==> config.mk <==
export PLATFORM = sky130hd
export DESIGN_NAME = cla_adder_pipe
export DESIGN_NICKNAME = d
export VERILOG_FILES = /design/src/rtl/cla_pkg.sv /design/src/rtl/cla_group4.sv /design/src/rtl/cla_adder_pipe.sv
export SDC_FILE = /design/constraint.sdc
export NUM_CORES = 1
export LEC_CHECK = 0
export BUFFER_PORTS_ARGS = -buffer_cell sky130_fd_sc_hd__buf_4
export CORE_MARGIN = 2
export CORE_UTILIZATION = 53
export CTS_BUF_LIST = sky130_fd_sc_hd__clkbuf_4 sky130_fd_sc_hd__clkbuf_8
export DETAILED_ROUTE_END_ITERATION = 6
export HOLD_SLACK_MARGIN = 0.06
export PLACE_DENSITY = 0.8
export SETUP_SLACK_MARGIN = 0.5
export SYNTH_ARGS = -nofsm -noshare
export SYNTH_HDL_FRONTEND = slang
export SYNTH_HIERARCHICAL = 1
export SYNTH_SLANG_ARGS = --single-unit
==> constraint.sdc <==
create_clock -name clk -period 4.3 [get_ports clk]
set_input_delay 0.215 -clock clk [delete_from_list [all_inputs] [get_ports clk]]
set_output_delay 0.215 -clock clk [all_outputs]
set_load 0.1 [all_outputs]
==> src/rtl/cla_pkg.sv <==
// Shared types and lookahead helpers for the pipelined CLA adder.
// Group width, propagate/generate pair, and 4-bit carry lookahead.
package cla_pkg;

  localparam int GRP = 4;

  typedef struct packed {
    logic p;
    logic g;
  } pg_t;

  function automatic pg_t pg_combine(pg_t hi, pg_t lo);
    pg_t r;
    r.p = hi.p & lo.p;
    r.g = hi.g | (hi.p & lo.g);
    return r;
  endfunction

  function automatic logic [4:1] cla4_carries(
    logic [3:0] p,
    logic [3:0] g,
    logic       c
  );
    logic [4:1] r;
    r[1] = g[0] | (p[0] & c);
    r[2] = g[1] | (p[1] & g[0])
         | (&p[1:0] & c);
    r[3] = g[2] | (p[2] & g[1])
         | (&p[2:1] & g[0])
         | (&p[2:0] & c);
    r[4] = g[3] | (p[3] & g[2])
         | (&p[3:2] & g[1])
         | (&p[3:1] & g[0])
         | (&p[3:0] & c);
    return r;
  endfunction

endpackage

==> src/rtl/cla_group4.sv <==
// 4-bit lookahead group: group propagate/generate and
// the four carries out of each bit position.
import cla_pkg::*;

module cla_group4 (
  input  logic [3:0] p,
  input  logic [3:0] g,
  input  logic       c,
  output logic       gp,
  output logic       gg,
  output logic [4:1] carries
);

  pg_t acc;

  always_comb begin
    acc.p = p[0];
    acc.g = g[0];
    for (int i = 1; i < 4; i++) begin
      acc = pg_combine({p[i], g[i]}, acc);
    end
    gp      = acc.p;
    gg      = acc.g;
    carries = cla4_carries(p, g, c);
  end

endmodule

==> src/rtl/cla_adder_pipe.sv <==
// Two-stage pipelined carry-lookahead adder/subtractor
// with valid/ready handshake and bubble-collapsing stall.
import cla_pkg::*;

module cla_adder_pipe #(
  parameter int WIDTH = 64
) (
  input  logic             clk,
  input  logic             rst_n,
  input  logic             in_valid,
  output logic             in_ready,
  input  logic [WIDTH-1:0] a,
  input  logic [WIDTH-1:0] b,
  input  logic             cin,
  input  logic             sub,
  output logic             out_valid,
  input  logic             out_ready,
  output logic [WIDTH-1:0] sum,
  output logic             cout,
  output logic             ovf,
  output logic             p_all,
  output logic             g_all
);

  localparam int NG = WIDTH / GRP;

  if ((WIDTH % GRP) != 0 || WIDTH < 4 || WIDTH > 64)
  begin : g_bad_width
    $error("cla_adder_pipe: WIDTH must be a multiple of 4 in 4..64");
  end

  logic             v1, v2;
  logic             ready1, ready2;
  logic [WIDTH-1:0] b_eff, p_in, g_in;
  logic             c0_in;
  logic [NG-1:0]    gp_in, gg_in;
  logic [WIDTH-1:0] c1_unused;

  logic [WIDTH-1:0] p1, g1;
  logic             c01;
  logic [NG-1:0]    gp1, gg1;

  pg_t              pre [NG];
  logic [NG-1:0]    gc;
  logic [NG-1:0]    gp2, gg2_unused;
  logic [WIDTH:0]   carry;

  assign ready2    = !v2 | out_ready;
  assign ready1    = !v1 | ready2;
  assign in_ready  = ready1;
  assign out_valid = v2;

  assign b_eff = sub ? ~b : b;
  assign c0_in = sub | cin;
  assign p_in  = a ^ b_eff;
  assign g_in  = a & b_eff;

  for (genvar k = 0; k < NG; k++) begin : g_s1
    cla_group4 u_grp (
      .p       (p_in[GRP*k +: GRP]),
      .g       (g_in[GRP*k +: GRP]),
      .c       (1'b0),
      .gp      (gp_in[k]),
      .gg      (gg_in[k]),
      .carries (c1_unused[GRP*k +: GRP])
    );
  end

  // Log-depth prefix over groups; descending k keeps lower terms at the old level.
  always_comb begin
    for (int k = 0; k < NG; k++) begin
      pre[k].p = gp1[k];
      pre[k].g = gg1[k];
    end
    for (int d = 1; d < NG; d = d * 2) begin
      for (int k = NG - 1; k >= d; k--) begin
        pre[k] = pg_combine(pre[k], pre[k-d]);
      end
    end
  end

  always_comb begin
    gc    = '0;
    gc[0] = c01;
    for (int k = 1; k < NG; k++) begin
      gc[k] = pre[k-1].g | (pre[k-1].p & c01);
    end
  end

  assign carry[0] = c01;

  for (genvar k = 0; k < NG; k++) begin : g_s2
    cla_group4 u_grp (
      .p       (p1[GRP*k +: GRP]),
      .g       (g1[GRP*k +: GRP]),
      .c       (gc[k]),
      .gp      (gp2[k]),
      .gg      (gg2_unused[k]),
      .carries (carry[GRP*k+1 +: GRP])
    );
  end

  always_ff @(posedge clk or negedge rst_n) begin
    if (!rst_n) begin
      v1 <= 1'b0;
      v2 <= 1'b0;
    end else begin
      if (ready1) v1 <= in_valid;
      if (ready2) v2 <= v1;
    end
  end

  always_ff @(posedge clk) begin
    if (ready1 && in_valid) begin
      p1  <= p_in;
      g1  <= g_in;
      c01 <= c0_in;
      gp1 <= gp_in;
      gg1 <= gg_in;
    end
  end

  always_ff @(posedge clk or negedge rst_n) begin
    if (!rst_n) begin
      sum   <= '0;
      cout  <= 1'b0;
      ovf   <= 1'b0;
      p_all <= 1'b0;
      g_all <= 1'b0;
    end else if (ready2 && v1) begin
      sum   <= p1 ^ carry[WIDTH-1:0];
      cout  <= carry[WIDTH];
      ovf   <= carry[WIDTH] ^ carry[WIDTH-1];
      p_all <= &gp2;
      g_all <= pre[NG-1].g;
    end
  end

endmodule
==> impl_metrics.tcl <==
set metrics [dict create \
    outcome "complete, no violations" \
    clock_path_buffers 3 \
    cts_sinks 231 \
    arrival_ns 2.91 \
    fin_tns_setup_ns 0 \
    antenna_cells 0 \
    synth_area_per_cell_um2 12.33 \
    grt_max_degree 81 \
    start_util 0.5366 \
    ir_worst_vdd_uv 251.5 \
    powerDensity_nw_per_um2 516.4 \
    p_clk_frac 0.259 \
    slew_violations 0 \
    power.share.combinational 0.341 \
    syn_area_um2 11170 \
    hold_class "in -> reg" \
    clkTransAtPathRegs_ns 0.06 \
    core-area_um2 20820 \
    drv_cap 0 \
    end_kind "flip-flop" \
    cts_root_buffer "clkbuf_8" \
    routedWlPerCell_um 16.68 \
    seqPwrFrac 0.400 \
    cts.htree.levels 2 \
    cellLeakagePower_nw 6.278 \
    cts_made_buffers 38 \
    cts-resized-gates 0 \
    hpwlAfterDp_um 17470 \
    dr.pass1.iters 5 \
    io_buffers 203 \
    max-slew-margin-rel 0.2707 \
    postCtsHoldBufs 69 \
    post-route-period-util 0.5910 \
    worst_ep_required_time_ns 4.67 \
    syn_nets 1104 \
    wl_um 25080 \
    cts_tree "yes" \
    worstSkewPairLatency_ns 0.52 \
    drtIter0Drc 552 \
    grtUsageTotal 0.2262 \
    crit_path_start_kind "flip-flop" \
    syn_inst 906 \
    grt_pass1_vias 8044 \
    ant_nets 0 \
    overflow 0 \
    swShare 0.3865 \
    power.internal_w 0.004577 \
    p_switching_w 0.002883 \
    drive_above_1_share 0.2384 \
    place_congestion 0.8372 \
    drc 0 \
    post_cts_buffers 0 \
    antenna_found_initial 0 \
    vias_per_cell 5.356 \
    area_growth_pct 29.28 \
    io_pins 204 \
    worstPathMaxFanout 5 \
    synth_warnings 6 \
    timing.fmax_ghz 0.3935 \
    hold_viol 0 \
    fin_crit_ns 2.541 \
    rsz0062_at_grt "no" \
    worst_clock_skew_ns 0.01680 \
    rows 53 \
    die_x_um 149.2 \
    vias 8056 \
    fin_nets 1398 \
    finalSetupViolations 0 \
    die_area_um2 22260 \
    nFillCells 1526 \
    worstMarginPinSlew_ns 1.094 \
    worstSetupPathType "reg -> reg" \
    dp_slack_ns 1.808 \
    die_y_um 149.2 \
    reg2reg_setup_slack_ns 1.76 \
    setup_ws_ns 1.759 \
    grt_pass1_wl_um 39280 \
]
## cell type report
| cell class | count | area [µm²] | area share |
|---|---|---|---|
| repair buffers | 275 | 2250 | 0.1557 |
| well taps | 275 | 344.1 | 0.02382 |
| multi-input cells | 654 | 4484 | 0.3104 |
| clock buffers | 59 | 711.9 | 0.04929 |
| clock inverters | 10 | 68.82 | 0.004764 |
| flip-flops and latches | 231 | 6586 | 0.4560 |
## power groups by stage
stage	registers, W	logic, W	clock network, W
floorplan	0.00417	0.000685	0
global placement	0.00301	0.00246	0
detailed placement	0.00302	0.00249	0
CTS	0.00298	0.00255	0.00198
global route	0.00302	0.00268	0.00208
finish	0.00298	0.00254	0.00194
## worst max-delay path, stage by stage, from the launching register on
cell,delay [ns]
edfxtp_1,0.45
a21o_1,0.25
nand4_2,0.12
a31oi_1,0.09
or2_1,0.35
a31o_1,0.30
a21o_1,0.21
a21o_1,0.21
a21o_1,0.19
xnor2_1,0.15
o21ai_1,0.07
## worst paths after layout
| kind | from | to | cells past startpoint |
|---|---|---|---|
| setup / recovery | c01 | sum[55] | 10 |
| hold / removal | b[32] | g1[32] | 3 |
| setup reg to reg | c01 | sum[55] | 10 |
| hold reg to reg | sum[9] | sum[9] | 2 |
| max in group asynchronous | rst_n | sum[20] | 2 |
| min in group asynchronous | rst_n | sum[50] | 2 |
## metrics by stage
stage	util	hold WS, ns	instance area (µm²)	total power (W)	instances
final	0.6937	0.1865	14450	0.007460	1504
after global routing	0.6937	0.1611	14450	0.007788	1504
after CTS	0.6937	0.1548	14450	0.007511	1504
after detailed placement	0.6231	0.4203	12970	0.005512	1366
after global placement	0.6231	0.4213	12970	0.005470	1366
after floorplan	-	-0.08059	11180	0.004856	906
## placed cells by master (no fill, tap or decap), types with 6 or more instances in the layout
master / instances
nand2_1: 103
ha_1: 64
o21ai_0: 33
xor2_1: 64
dfrtp_1: 70
nand4_1: 6
clkbuf_4: 16
and2_1: 32
and3_1: 32
buf_4: 205
o21ai_1: 69
dlygate4sd3_1: 69
edfxtp_1: 161
xnor2_1: 65
a21oi_1: 76
a31o_2: 16
a21o_1: 60
clkbuf_8: 43
## registers in the layout (all words and copies together), names as in the netlist, 16 cells and up
register,flops
p1,64
g1,64
gg1,16
sum,64
gp1,16
## layer usage
metal | wire (µm) | up-vias | GRT usage
met5 | 0 | - | 0
met4 | 830 | 0 | 0.09905
met3 | 1577 | 57 | 0.05291
met2 | 12310 | 250 | 0.3781
met1 | 10360 | 3831 | 0.2823
li1 | - | 3918 | -
(Power assumes the default switching activity.)
